## config.mk

```make
export PLATFORM = sky130hd
export DESIGN_NAME = mem_port_arbiter
export DESIGN_NICKNAME = d
export VERILOG_FILES = /design/src/rtl/mem_port_arbiter.sv
export SDC_FILE = /design/constraint.sdc
export NUM_CORES = 1
export LEC_CHECK = 0
export ABC_CLOCK_PERIOD_IN_PS = 1800
export BUFFER_PORTS_ARGS = -buffer_cell sky130_fd_sc_hd__buf_2
export CORE_ASPECT_RATIO = 1.75
export CORE_UTILIZATION = 40
export CTS_CLUSTER_DIAMETER = 150
export DETAILED_ROUTE_END_ITERATION = 16
export HOLD_SLACK_MARGIN = 0.02
export MAX_ROUTING_LAYER = met4
export PLACE_DENSITY = 0.87
export SLEW_MARGIN = 15
export SYNTH_ARGS = -nofsm -noshare
export SYNTH_HDL_FRONTEND = slang
export SYNTH_SLANG_ARGS = --single-unit
```

## constraint.sdc

```tcl
create_clock -name clk -period 1.8 [get_ports clk]
set_input_delay 0.36 -clock clk [delete_from_list [all_inputs] [get_ports clk]]
set_output_delay 0.36 -clock clk [all_outputs]
set_load 0.03 [all_outputs]
```

## src/rtl/mem_port_arbiter.sv

```systemverilog
// Two-master arbiter in front of the single-port memory: load/store has priority,
// a starvation counter forces fetch through after STARVE_LIMIT denied cycles.
module mem_port_arbiter #(
  parameter int ADDR_W       = 16,
  parameter int DATA_W       = 16,
  parameter int STARVE_LIMIT = 4
) (
  input  logic              clk,
  input  logic              rst_n,
  input  logic              if_req,
  input  logic [ADDR_W-1:0] if_addr,
  output logic              if_gnt,
  output logic              if_rvalid,
  output logic [DATA_W-1:0] if_rdata,
  input  logic              ls_req,
  input  logic              ls_we,
  input  logic [ADDR_W-1:0] ls_addr,
  input  logic [DATA_W-1:0] ls_wdata,
  output logic              ls_gnt,
  output logic              ls_rvalid,
  output logic [DATA_W-1:0] ls_rdata,
  output logic [ADDR_W-1:0] mem_access_addr,
  output logic [DATA_W-1:0] mem_write_data,
  output logic              mem_write_en,
  input  logic [DATA_W-1:0] mem_read_data
);

  typedef enum logic {NORMAL, FORCE_IF} state_t;

  localparam logic [3:0] CNT_MAX = 4'(STARVE_LIMIT - 1);

  state_t            r_state;
  logic [3:0]        r_starve_cnt;
  logic              r_if_rvalid;
  logic              r_ls_rvalid;
  logic [DATA_W-1:0] r_if_rdata;
  logic [DATA_W-1:0] r_ls_rdata;

  logic              w_if_win;
  logic              w_if_gnt;
  logic              w_ls_gnt;

  // Grants are gated by rst_n so nothing reaches the memory while reset is low.
  always_comb begin
    w_if_win = if_req && ((r_state == FORCE_IF) || !ls_req);
    w_if_gnt = rst_n && w_if_win;
    w_ls_gnt = rst_n && ls_req && !w_if_win;
  end

  assign if_gnt          = w_if_gnt;
  assign ls_gnt          = w_ls_gnt;
  assign mem_access_addr = w_ls_gnt ? ls_addr : if_addr;
  assign mem_write_data  = ls_wdata;
  assign mem_write_en    = w_ls_gnt && ls_we;

  always_ff @(posedge clk) begin
    if (!rst_n) begin
      r_state      <= NORMAL;
      r_starve_cnt <= '0;
      r_if_rvalid  <= 1'b0;
      r_ls_rvalid  <= 1'b0;
      r_if_rdata   <= '0;
      r_ls_rdata   <= '0;
    end else begin
      // A denied fetch counts up; any grant or dropped request restarts the count.
      if (if_req && !w_if_gnt) begin
        if (r_starve_cnt != CNT_MAX) begin
          r_starve_cnt <= r_starve_cnt + 4'd1;
        end
        if ((r_state == NORMAL) && (r_starve_cnt == CNT_MAX)) begin
          r_state <= FORCE_IF;
        end
      end else begin
        r_starve_cnt <= '0;
        r_state      <= NORMAL;
      end

      r_if_rvalid <= w_if_gnt;
      if (w_if_gnt) begin
        r_if_rdata <= mem_read_data;
      end

      r_ls_rvalid <= w_ls_gnt && !ls_we;
      if (w_ls_gnt && !ls_we) begin
        r_ls_rdata <= mem_read_data;
      end
    end
  end

  assign if_rvalid = r_if_rvalid;
  assign if_rdata  = r_if_rdata;
  assign ls_rvalid = r_ls_rvalid;
  assign ls_rdata  = r_ls_rdata;

endmodule

```

# == Word level (Yosys, flattened, before mapping) ==
# Index checks and enable logic that the tools add are counted.
# word_totals
regBits,39
wordCells,25
# classes
addsub,1
reduce_logical,14
mux,1
eq_ne,2
n_bitwise,1
# ops
operator,n
$mux 16,1
$logic_and 1x1->1,8
$add 4x1->4 const B,1
$eq 4x2->1 const B,1
$logic_not 1->1,4
$ne 4x2->1 const B,1
$reduce_and 2->1,1
$logic_or 1x1->1,1
$not 1->1,1

# == Logic depth before layout (Yosys ltp) ==
# logic_depth
depth_word,7
depth_mapped,6
mapped_depth_nobuf,4

# == Least setup slack after synthesis ==
# No wires, ideal clock.
# synth_path
kind,input port to output port
startpoint,input port rst_n
endpoint,output port mem_access_addr[10]
arrival_ps,1307
path_stages,5
slack_ps,133
path_cell_list,buf_6 > and2_4 > nand2_2 > buf_6 > mux2_2
# synth_via
elab_chain_len,3
# synth_lines
element,line,source
from (decl),9,"input logic rst_n,"
$logic_and 1x1->1 (2 in series),47,w_ls_gnt = rst_n && ls_req && !w_if_win;
$mux 16,52,assign mem_access_addr = w_ls_gnt ? ls_addr : if_addr;
to (decl),22,"output logic [ADDR_W-1:0] mem_access_addr,"
# Every way passes these cells.

# == Final worst setup path ==
# layout_path
startpoint,register r_state
endpoint,output port mem_access_addr[10]
# layout_via
elab_chain_len,5
# layout_lines
element,line,source
from (decl),32,state_t r_state;
from (signal assigned),58,r_state <= NORMAL;
from (signal assigned),71,r_state <= FORCE_IF;
from (signal assigned),75,r_state <= NORMAL;
$logic_or 1x1->1,45,w_if_win = if_req && ((r_state == FORCE_IF) || !ls_req);
$logic_and 1x1->1,45,
$logic_not 1->1,47,
$logic_and 1x1->1,47,
$mux 16,52,
# Every way passes these cells.

==> flow_summary.yaml <==
run_status:
  status: "completed"
detailed_routing:
  firstDrtPassIters: 4
  drcViolationCount: 0
  viasPerCell: 4.59
  post_drt_wl_per_cell_um: 13.2
  wirelength_um: 4330
  num_vias: 1510
  antenna_left: 0
  first_iter_violations: 16
place:
  place.gp.congestion: 0.745
  portBuffers: 105
  dp_hpwl_um: 3090
floorplanning:
  num_rows: 32
  die_area_um2: 4790
  coreArea_um2: 4360
  die_w_um: 52.8
  fp.dieH_um: 90.8
  boundaryPins: 138
  initial_core_util: 0.413
grt:
  top_usage_layer: "met2"
  grt_pass1_wl_um: 6380
  antenna_found_initial: 0
  grt.met3_usage: 0.0488
  track_usage: 0.186
  overflow: 0
  grt_util_met2: 0.333
  grt_use_met1: 0.170
  grt_pass1_vias: 1473
  grt_max_degree: 34
critical_path:
  path_cells: "nand2_4 -> nand2_4 -> clkbuf_16 -> mux2_2 -> buf_6"
  end_kind: "primary output"
  reg2reg_to: "r_starve_cnt[1]"
  required_ns: 1.44
  reg2reg_depth: 4
  r2r_setup_slack_ns: 0.37
  worstSetupPathType: "flop to primary output"
  cp_max_fo: 8
  worstPathArrival_ns: 1.41
  max_stage_delay_ns: 0.35
  r2r_start: "r_starve_cnt[0]"
  crit_top_cell: "nand2_4"
  crit_path_start_kind: "flop"
  slowest_stage: "dfxtp_2"
  startpoint: "r_state"
synthesis:
  seq_area_frac_synth: 0.433
  synth.avg_cell_area_um2: 9.80
  synth_edf_count: 0
  yosys_warnings: 0
  synth_most_common_cell: "dfxtp_1"
  ys_seq_elements: 39
  synth.net_count: 254
  synth_flop_cell: "dfxtp_1"
  synth_cell_type_count: 23
  synth_area_um2: 1800
  synth_area_leaders: "dfxtp_1 43%, mux2i_1 18%, mux2_2 10%"
  synth_common_cells: "39 x dfxtp_1, 33 x mux2i_1, 33 x nand2_1, 20 x inv_1, 17 x buf_4"
  synth_top_area_frac: 0.433
  async_flop_share: 0
  syn_inst: 184
  synth_top_area_cell: "dfxtp_1"
timing:
  setup_viol: 0
  hold_violations: 0
  min_period_over_period: 0.984
  timing.fmax_ghz: 0.565
  worst_pin_slew_ns: 0.504
  finalMaxSlewViolations: 0
  slew_headroom: 0.663
  rsz0062_at_grt: "yes"
  holdWs_ns: 0.317
  final.setup.tns_ns: 0
  period_needed_ns: 1.77
  fin_worst_skew_ns: 0.00717
power:
  p_switching_w: 0.000588
  pwr-share-comb: 0.235
  seqPwrFrac: 0.473
  ir_drop_mv: 0.592
  pwr-share-clk: 0.292
  power_density_nw_per_um2: 791
  p_int_w: 0.00137
  leakagePower_nw: 1.37
  switching_share: 0.300
clocking:
  cts_tree: "yes"
  cts.hold.buffers_added: 0
  clock_path_buffers: 2
  htreeDepth: 2
  cts_buffers: 5
  cts_root_buf: "clkbuf_8"
  path_clk_slew_ns: 0.08
  clk_latency_ns: 0.29
  clkSinkCount: 39
min_path:
  hold-path-endpoint: "if_rdata[2]"
  min_path_cells: 3
  hp-start: "mem_read_data[2]"
  hp-class: "primary input to flop"
layout:
  final_util: 0.567
  nets: 347
  area_growth_pct: 37.3
  n_antenna_cell: 0
  register_area_um2: 782
  multi_input_area_um2: 771
  drive_above_1_share: 0.496
  fill_cells: 414
job:
  max_cap_violations: 0
metal layers:
layer / vias up / wire length, um
met1: 696 / 1640
met2: 42 / 2410
met4: 0 / 102
li1: 758 / -
met3: 14 / 178
met5: - / 0
cell families (layout without fill, tap and decap cells):
group	after synthesis	in the layout	share of synthesized area
XOR/XNOR	2	2	0.00972
multiplexers	49	49	0.283
flip-flops	39	39	0.433
buffers and inverters	45	139	0.146
AND/OR/NAND/NOR	46	46	0.114
adder cells (fa/ha/maj)	1	1	0.00694
AO/OA/AOI/OAI	2	2	0.00694
layout by cell type (no fill, tap or decap), types with 2 or more instances in the layout:
cell type / synthesis / layout
buf_12: 0 / 2
buf_2: 1 / 89
buf_4: 17 / 7
buf_6: 4 / 12
clkbuf_8: 0 / 5
dfxtp_1: 39 / 38
inv_1: 20 / 20
mux2_2: 16 / 16
mux2i_1: 33 / 33
nand2_1: 33 / 32
nand2_4: 0 / 2
nand3b_1: 2 / 2
nor2_1: 3 / 3
xor2_1: 2 / 2
repair_timing:
action	CTS	global route
cloned	0	1
pin swaps	0	1
endpoints found under the setup margin	16	16
setup buffers	0	1
resized for setup	28	4
area by class of cell:
cell class                 count  share of cell area
clock buffer                   6              0.0293
multi-input combinational    100               0.311
sequential                    39               0.316
tap                           51              0.0258
timing repair buffer         111               0.282
clock inverter                 2             0.00506
inverter                      20              0.0303
state kept, by name, indices dropped and copies added, names as in the netlist:
signal	count
ls_rdata	16
if_rdata	16
if_rvalid	1
r_starve_cnt	4
ls_rvalid	1
r_state	1
critical path: cells and delay by family (launching register included):
family	cells	cell delay [ns]
DFF	1	0.35
and+or+nand+nor	2	0.14
buffers and inverters	2	0.29
muxes	1	0.34
through the flow:
stage / area [um2] / instances / setup slack [ns] / power [W]
6_report: 2470 / 329 / 0.0293 / 0.00196
2_1_floorplan: 1800 / 184 / 0.133 / 0.00129
5_1_grt: 2470 / 329 / -0.0107 / 0.00205
4_1_cts: 2420 / 327 / 0.000780 / 0.00197
3_3_place_gp: 2260 / 319 / 0.102 / 0.00135
3_5_place_dp: 2260 / 319 / 0.0733 / 0.00136
power by group through the flow:
stage                     clock network [W]  logic (W)  registers (W)
after CTS                          0.000588   0.000451       0.000926
after global placement                    0   0.000411       0.000944
after floorplan                           0   0.000257        0.00103
final                              0.000572   0.000461       0.000926
after detailed placement                  0   0.000418       0.000946
after global routing               0.000629   0.000487       0.000931
how the worst max path moves through the flow:
stage                                to  slack (ns)
floorplan           mem_access_addr[10]        0.13
global placement     mem_access_addr[8]        0.10
detailed placement  mem_access_addr[11]        0.07
CTS                  mem_access_addr[7]      0.0008
global route        mem_access_addr[10]       -0.01
finish              mem_access_addr[10]        0.03
Note: power is estimated with default switching activity, not from simulation.
